===== src/rtl/jump_ctrl.sv =====
// Control-flow resolution for the PC: LUT-based absolute jumps, flag-based skips,
// and call/return through a small hardware return-address stack.
module jump_ctrl #(
  parameter int PW          = 10,
  parameter int LUT_DEPTH   = 16,
  parameter int STACK_DEPTH = 4,
  localparam int IW         = $clog2(LUT_DEPTH)
) (
  input  logic          CLK,
  input  logic          init,
  input  logic [PW-1:0] pc,
  input  logic          halt,
  input  logic [2:0]    op,
  input  logic [IW-1:0] idx,
  input  logic          cmp_in,
  input  logic [PW-1:0] lut_wdata,
  output logic          jump_en,
  output logic          branch_en,
  output logic [PW-1:0] destination,
  output logic          flag,
  output logic          stack_err
);

  localparam int SPW  = $clog2(STACK_DEPTH + 1);
  localparam int STKW = (STACK_DEPTH > 1) ? $clog2(STACK_DEPTH) : 1;
  localparam logic [SPW-1:0] SP_FULL = SPW'(STACK_DEPTH);

  typedef enum logic [2:0] {
    OP_NOP  = 3'b000,
    OP_JMP  = 3'b001,
    OP_CALL = 3'b010,
    OP_RET  = 3'b011,
    OP_SKPT = 3'b100,
    OP_SKPF = 3'b101,
    OP_SETF = 3'b110,
    OP_LUTW = 3'b111
  } op_e;

  logic [PW-1:0]  lut_q [LUT_DEPTH];
  logic [PW-1:0]  lut_d [LUT_DEPTH];
  logic [PW-1:0]  stk_q [STACK_DEPTH];
  logic [PW-1:0]  stk_d [STACK_DEPTH];
  logic [SPW-1:0] sp_q, sp_d;
  logic           flag_q, flag_d;
  logic           stack_err_q, stack_err_d;

  logic [STKW-1:0] push_idx;
  logic [STKW-1:0] top_idx;
  logic [PW-1:0]   ret_addr;

  assign push_idx = STKW'(sp_q);
  assign top_idx  = STKW'(sp_q - 1'b1);
  assign ret_addr = pc + 1'b1;

  always_comb begin
    lut_d       = lut_q;
    stk_d       = stk_q;
    sp_d        = sp_q;
    flag_d      = flag_q;
    stack_err_d = stack_err_q;
    jump_en     = 1'b0;
    branch_en   = 1'b0;
    destination = '0;

    // Outputs are held at 0 during init so the PC never sees a stale jump.
    if (!init && !halt) begin
      unique case (op_e'(op))
        OP_NOP: ;
        OP_JMP: begin
          jump_en     = 1'b1;
          destination = lut_q[idx];
        end
        OP_CALL: begin
          jump_en     = 1'b1;
          destination = lut_q[idx];
          if (sp_q == SP_FULL) begin
            stack_err_d = 1'b1;
          end else begin
            stk_d[push_idx] = ret_addr;
            sp_d            = sp_q + 1'b1;
          end
        end
        OP_RET: begin
          if (sp_q == '0) begin
            stack_err_d = 1'b1;
          end else begin
            jump_en     = 1'b1;
            destination = stk_q[top_idx];
            sp_d        = sp_q - 1'b1;
          end
        end
        OP_SKPT: branch_en = flag_q;
        OP_SKPF: branch_en = ~flag_q;
        OP_SETF: flag_d = cmp_in;
        OP_LUTW: lut_d[idx] = lut_wdata;
        default: ;
      endcase
    end
  end

  always_ff @(posedge CLK or posedge init) begin
    if (init) begin
      for (int i = 0; i < LUT_DEPTH; i++) lut_q[i] <= '0;
      for (int i = 0; i < STACK_DEPTH; i++) stk_q[i] <= '0;
      sp_q        <= '0;
      flag_q      <= 1'b0;
      stack_err_q <= 1'b0;
    end else begin
      lut_q       <= lut_d;
      stk_q       <= stk_d;
      sp_q        <= sp_d;
      flag_q      <= flag_d;
      stack_err_q <= stack_err_d;
    end
  end

  assign flag      = flag_q;
  assign stack_err = stack_err_q;

endmodule


===== config.mk =====
export PLATFORM = sky130hd
export DESIGN_NAME = jump_ctrl
export DESIGN_NICKNAME = d
export VERILOG_FILES = /design/src/rtl/jump_ctrl.sv
export SDC_FILE = /design/constraint.sdc
export NUM_CORES = 1
export LEC_CHECK = 0
export ABC_AREA = 1
export CORE_AREA = 2 2 165 102
export CTS_CLUSTER_DIAMETER = 80
export DETAILED_ROUTE_END_ITERATION = 10
export DIE_AREA = 0 0 167 104
export PLACE_DENSITY = 0.81
export SLEW_MARGIN = 20
export SYNTH_ARGS = -nofsm -noshare
export SYNTH_HDL_FRONTEND = slang
export SYNTH_SLANG_ARGS = --single-unit

===== constraint.sdc =====
create_clock -name CLK -period 16.6 [get_ports CLK]
set_input_delay 3.32 -clock CLK [delete_from_list [all_inputs] [get_ports CLK]]
set_output_delay 3.32 -clock CLK [all_outputs]
set_load 0.1 [all_outputs]

==> impl_metrics.json <==
{
  "status": "finished, final reports clean",
  "hold_viol": 0,
  "rsz0062_at_grt": "false",
  "hp-class": "flip-flop to flip-flop",
  "finalCritPeriodShare": 0.625,
  "initial_utilization": 0.638,
  "synth_largest_area_cell": "dfrtp_1",
  "finalNetCount": 1344,
  "start_kind": "primary input",
  "max-cap-violations": 0,
  "drt-pass1-iter-count": 6,
  "ioPinCount": 45,
  "synth_area_um2": 10100,
  "fin_area_um2": 11100,
  "areaGrowthSynthToFinish_pct": 9.82,
  "overflow": 0,
  "io_buffer_count": 44,
  "layout.cells.non_filler": 1527,
  "finalSetupTns_ns": 0,
  "antenna_found_initial": 0,
  "numClockSinks": 205,
  "required_ns": 13.28,
  "num-fill-cells": 1282,
  "synth_top_area_frac": 0.506,
  "die_w_um": 167,
  "dp_hpwl_mm": 16.8,
  "powerDensity_nw_per_um2": 120,
  "routed_wl_mm": 26.2,
  "cts_max_path_buffers": 3,
  "cp-end-kind": "primary output",
  "tritoncts": "built",
  "slew_viol_final": 0,
  "min_period_ns": 10.38,
  "avgSynthCellArea_um2": 7.68,
  "power_leakage_uw": 0.00565,
  "place_inst": 1494,
  "grt_max_degree": 128,
  "viasPerCell": 5.74,
  "die-area_um2": 17400,
  "setup_viol": 0,
  "grt_pass1_wl_mm": 43.0,
  "arrival_ns": 7.06,
  "post_cts_buffers": 0,
  "crit_path_max_fanout": 64,
  "cts_root_buffer": "clkbuf_16",
  "h-tree-depth": 1,
  "track_usage": 0.308,
  "core.rowCount": 36,
  "synth_nets": 1359,
  "core_area_um2": 15900,
  "wl_per_cell_um": 17.1,
  "grt_pass1_vias": 8241,
  "slew-limit-headroom": 0.244,
  "fmax_mhz": 96.4,
  "drive_above_1_share": 0.0637,
  "dr_total_vias": 8763,
  "clk_pin_slew_ns": 0.07,
  "hold_slack_ns": 0.474,
  "ys_ff_latch": 205,
  "worstMarginPinSlew_ns": 1.13,
  "synth.area.top_cells": "dfrtp_1 (51%), nand2_1 (24%), o21ai_1 (7.5%)",
  "first_iter_violations": 995,
  "syn_inst": 1322,
  "vdd_drop_max_mv": 0.120,
  "total_power_uw": 1340,
  "yosys_warnings": 0,
  "cts_hold_buf": 0,
  "ctsResizeCount": 0,
  "antenna_cells": 0,
  "ant_nets": 0,
  "fin_worst_skew_ns": 0.0100,
  "placed_area_um2": 10400,
  "clk_latency_ns": 0.49,
  "globalplace.congestion": 0.890,
  "ys_types": 33,
  "die_h_um": 104,
  "worstSetupPathType": "primary input to primary output",
  "drc": 0,
  "cts_buffers": 19,
  "ys_seq_area_frac": 0.506
}
==> power by group <==
group | leakage (uW) | switching [uW] | total (uW) | internal (uW)
Combinational | 0.00255 | 183 | 271 | 87.5
Clock | 0.000334 | 186 | 475 | 290
Sequential | 0.00277 | 32.9 | 596 | 563
Total | 0.00565 | 402 | 1340 | 940
==> per-layer routing <==
metal / GRT usage / vias to the layer above / wire [um]
met3: 0.0746 / 51 / 2850
met1: 0.473 / 4141 / 11700
met2: 0.436 / 433 / 11000
met4: 0.0905 / 0 / 671
li1: - / 4138 / -
met5: 0 / - / 0
==> final timing paths <==
check / start / to / slack, ns / cells past startpoint
hold / removal: stack_err / stack_err / 0.47 / 1
setup / recovery: idx[0] / destination[7] / 6.22 / 12
max in group asynchronous: init / lut_q[101] / 11.91 / 4
hold reg to reg: stack_err / stack_err / 0.47 / 1
min in group asynchronous: init / stk_q[13] / 3.47 / 2
setup reg to reg: sp_q[0] / sp_q[2] / 13.59 / 10
==> through the flow <==
stage | utilization | worst slack [ns]
final | 0.701 | 6.22
after global routing | 0.701 | 6.10
after CTS | 0.699 | 6.35
after detailed placement | 0.657 | 6.36
after global placement | 0.657 | 6.41
after floorplan | - | 7.60
==> cells by family (layout without fill, tap and decap cells) <==
kind of cell / count (synthesis) / in the layout / synth area share
compound gates: 255 / 255 / 0.132
xor+xnor: 9 / 9 / 0.00777
fa+ha+maj: 6 / 6 / 0.00740
buf+inv: 134 / 130 / 0.0613
flops: 205 / 205 / 0.506
mux: 9 / 9 / 0.00986
simple gates: 704 / 704 / 0.277
==> placed cells by master (no fill, tap or decap), types with 6 or more instances in the layout <==
cell,count
inv_1,42
nand2_1,646
ha_1,6
clkdlybuf4s50_1,42
mux2_2,8
dfrtp_1,205
o21ai_0,51
a21oi_1,34
nor2_1,32
o21ai_1,153
clkbuf_16,19
o21ai_2,13
==> synthesized netlist by cell type <==
| cell | instances |
|---|---|
| clkbuf_2 | 1 |
| buf_6 | 9 |
| a21oi_1 | 34 |
| and2_1 | 1 |
| o22ai_1 | 1 |
| o21ai_1 | 153 |
| o211ai_1 | 1 |
| o21ai_0 | 51 |
| buf_2 | 37 |
| mux2_2 | 8 |
| inv_1 | 43 |
| nor3_1 | 1 |
| nand2_2 | 5 |
| ha_1 | 6 |
| o21ai_2 | 13 |
| dfrtp_1 | 205 |
| a31oi_1 | 1 |
| nor2_1 | 32 |
| clkbuf_1 | 29 |
| nor2_4 | 3 |
| nor3_4 | 4 |
| nand2_4 | 2 |
| nand2_1 | 646 |
| buf_4 | 1 |
| xor2_1 | 5 |
| inv_2 | 5 |
| nor2_2 | 2 |
| nand3_1 | 5 |
| buf_1 | 9 |
| a41o_1 | 1 |
| mux2i_1 | 1 |
| nor2_8 | 3 |
| xnor2_1 | 4 |
==> sequential cells by signal, indices dropped and copies added (netlist names) <==
signal / flops
flag: 1
stack_err: 1
sp_q: 3
stk_q: 40
lut_q: 160
==> cell type report <==
| cell class | instances | area, um2 | share of cell area |
|---|---|---|---|
| clock buffer | 25 | 538 | 0.0483 |
| multi-input combinational | 983 | 4400 | 0.394 |
| tap | 209 | 262 | 0.0235 |
| timing repair buffer | 50 | 495 | 0.0445 |
| sequential | 205 | 5130 | 0.460 |
| clock inverter | 7 | 135 | 0.0121 |
| inverter | 48 | 188 | 0.0168 |
==> critical path, stage by stage <==
cell             delay, ns
buf_2                 0.39
inv_2                 0.41
buf_4                 0.68
nand2_1               0.10
nand2_1               0.09
nand2_1               0.05
nand2_1               0.16
nand2_1               0.10
nand2_1               0.10
o21ai_0               0.17
a21oi_1               0.28
clkdlybuf4s50_1       1.19
Note: power is estimated with default switching activity, not from simulation.
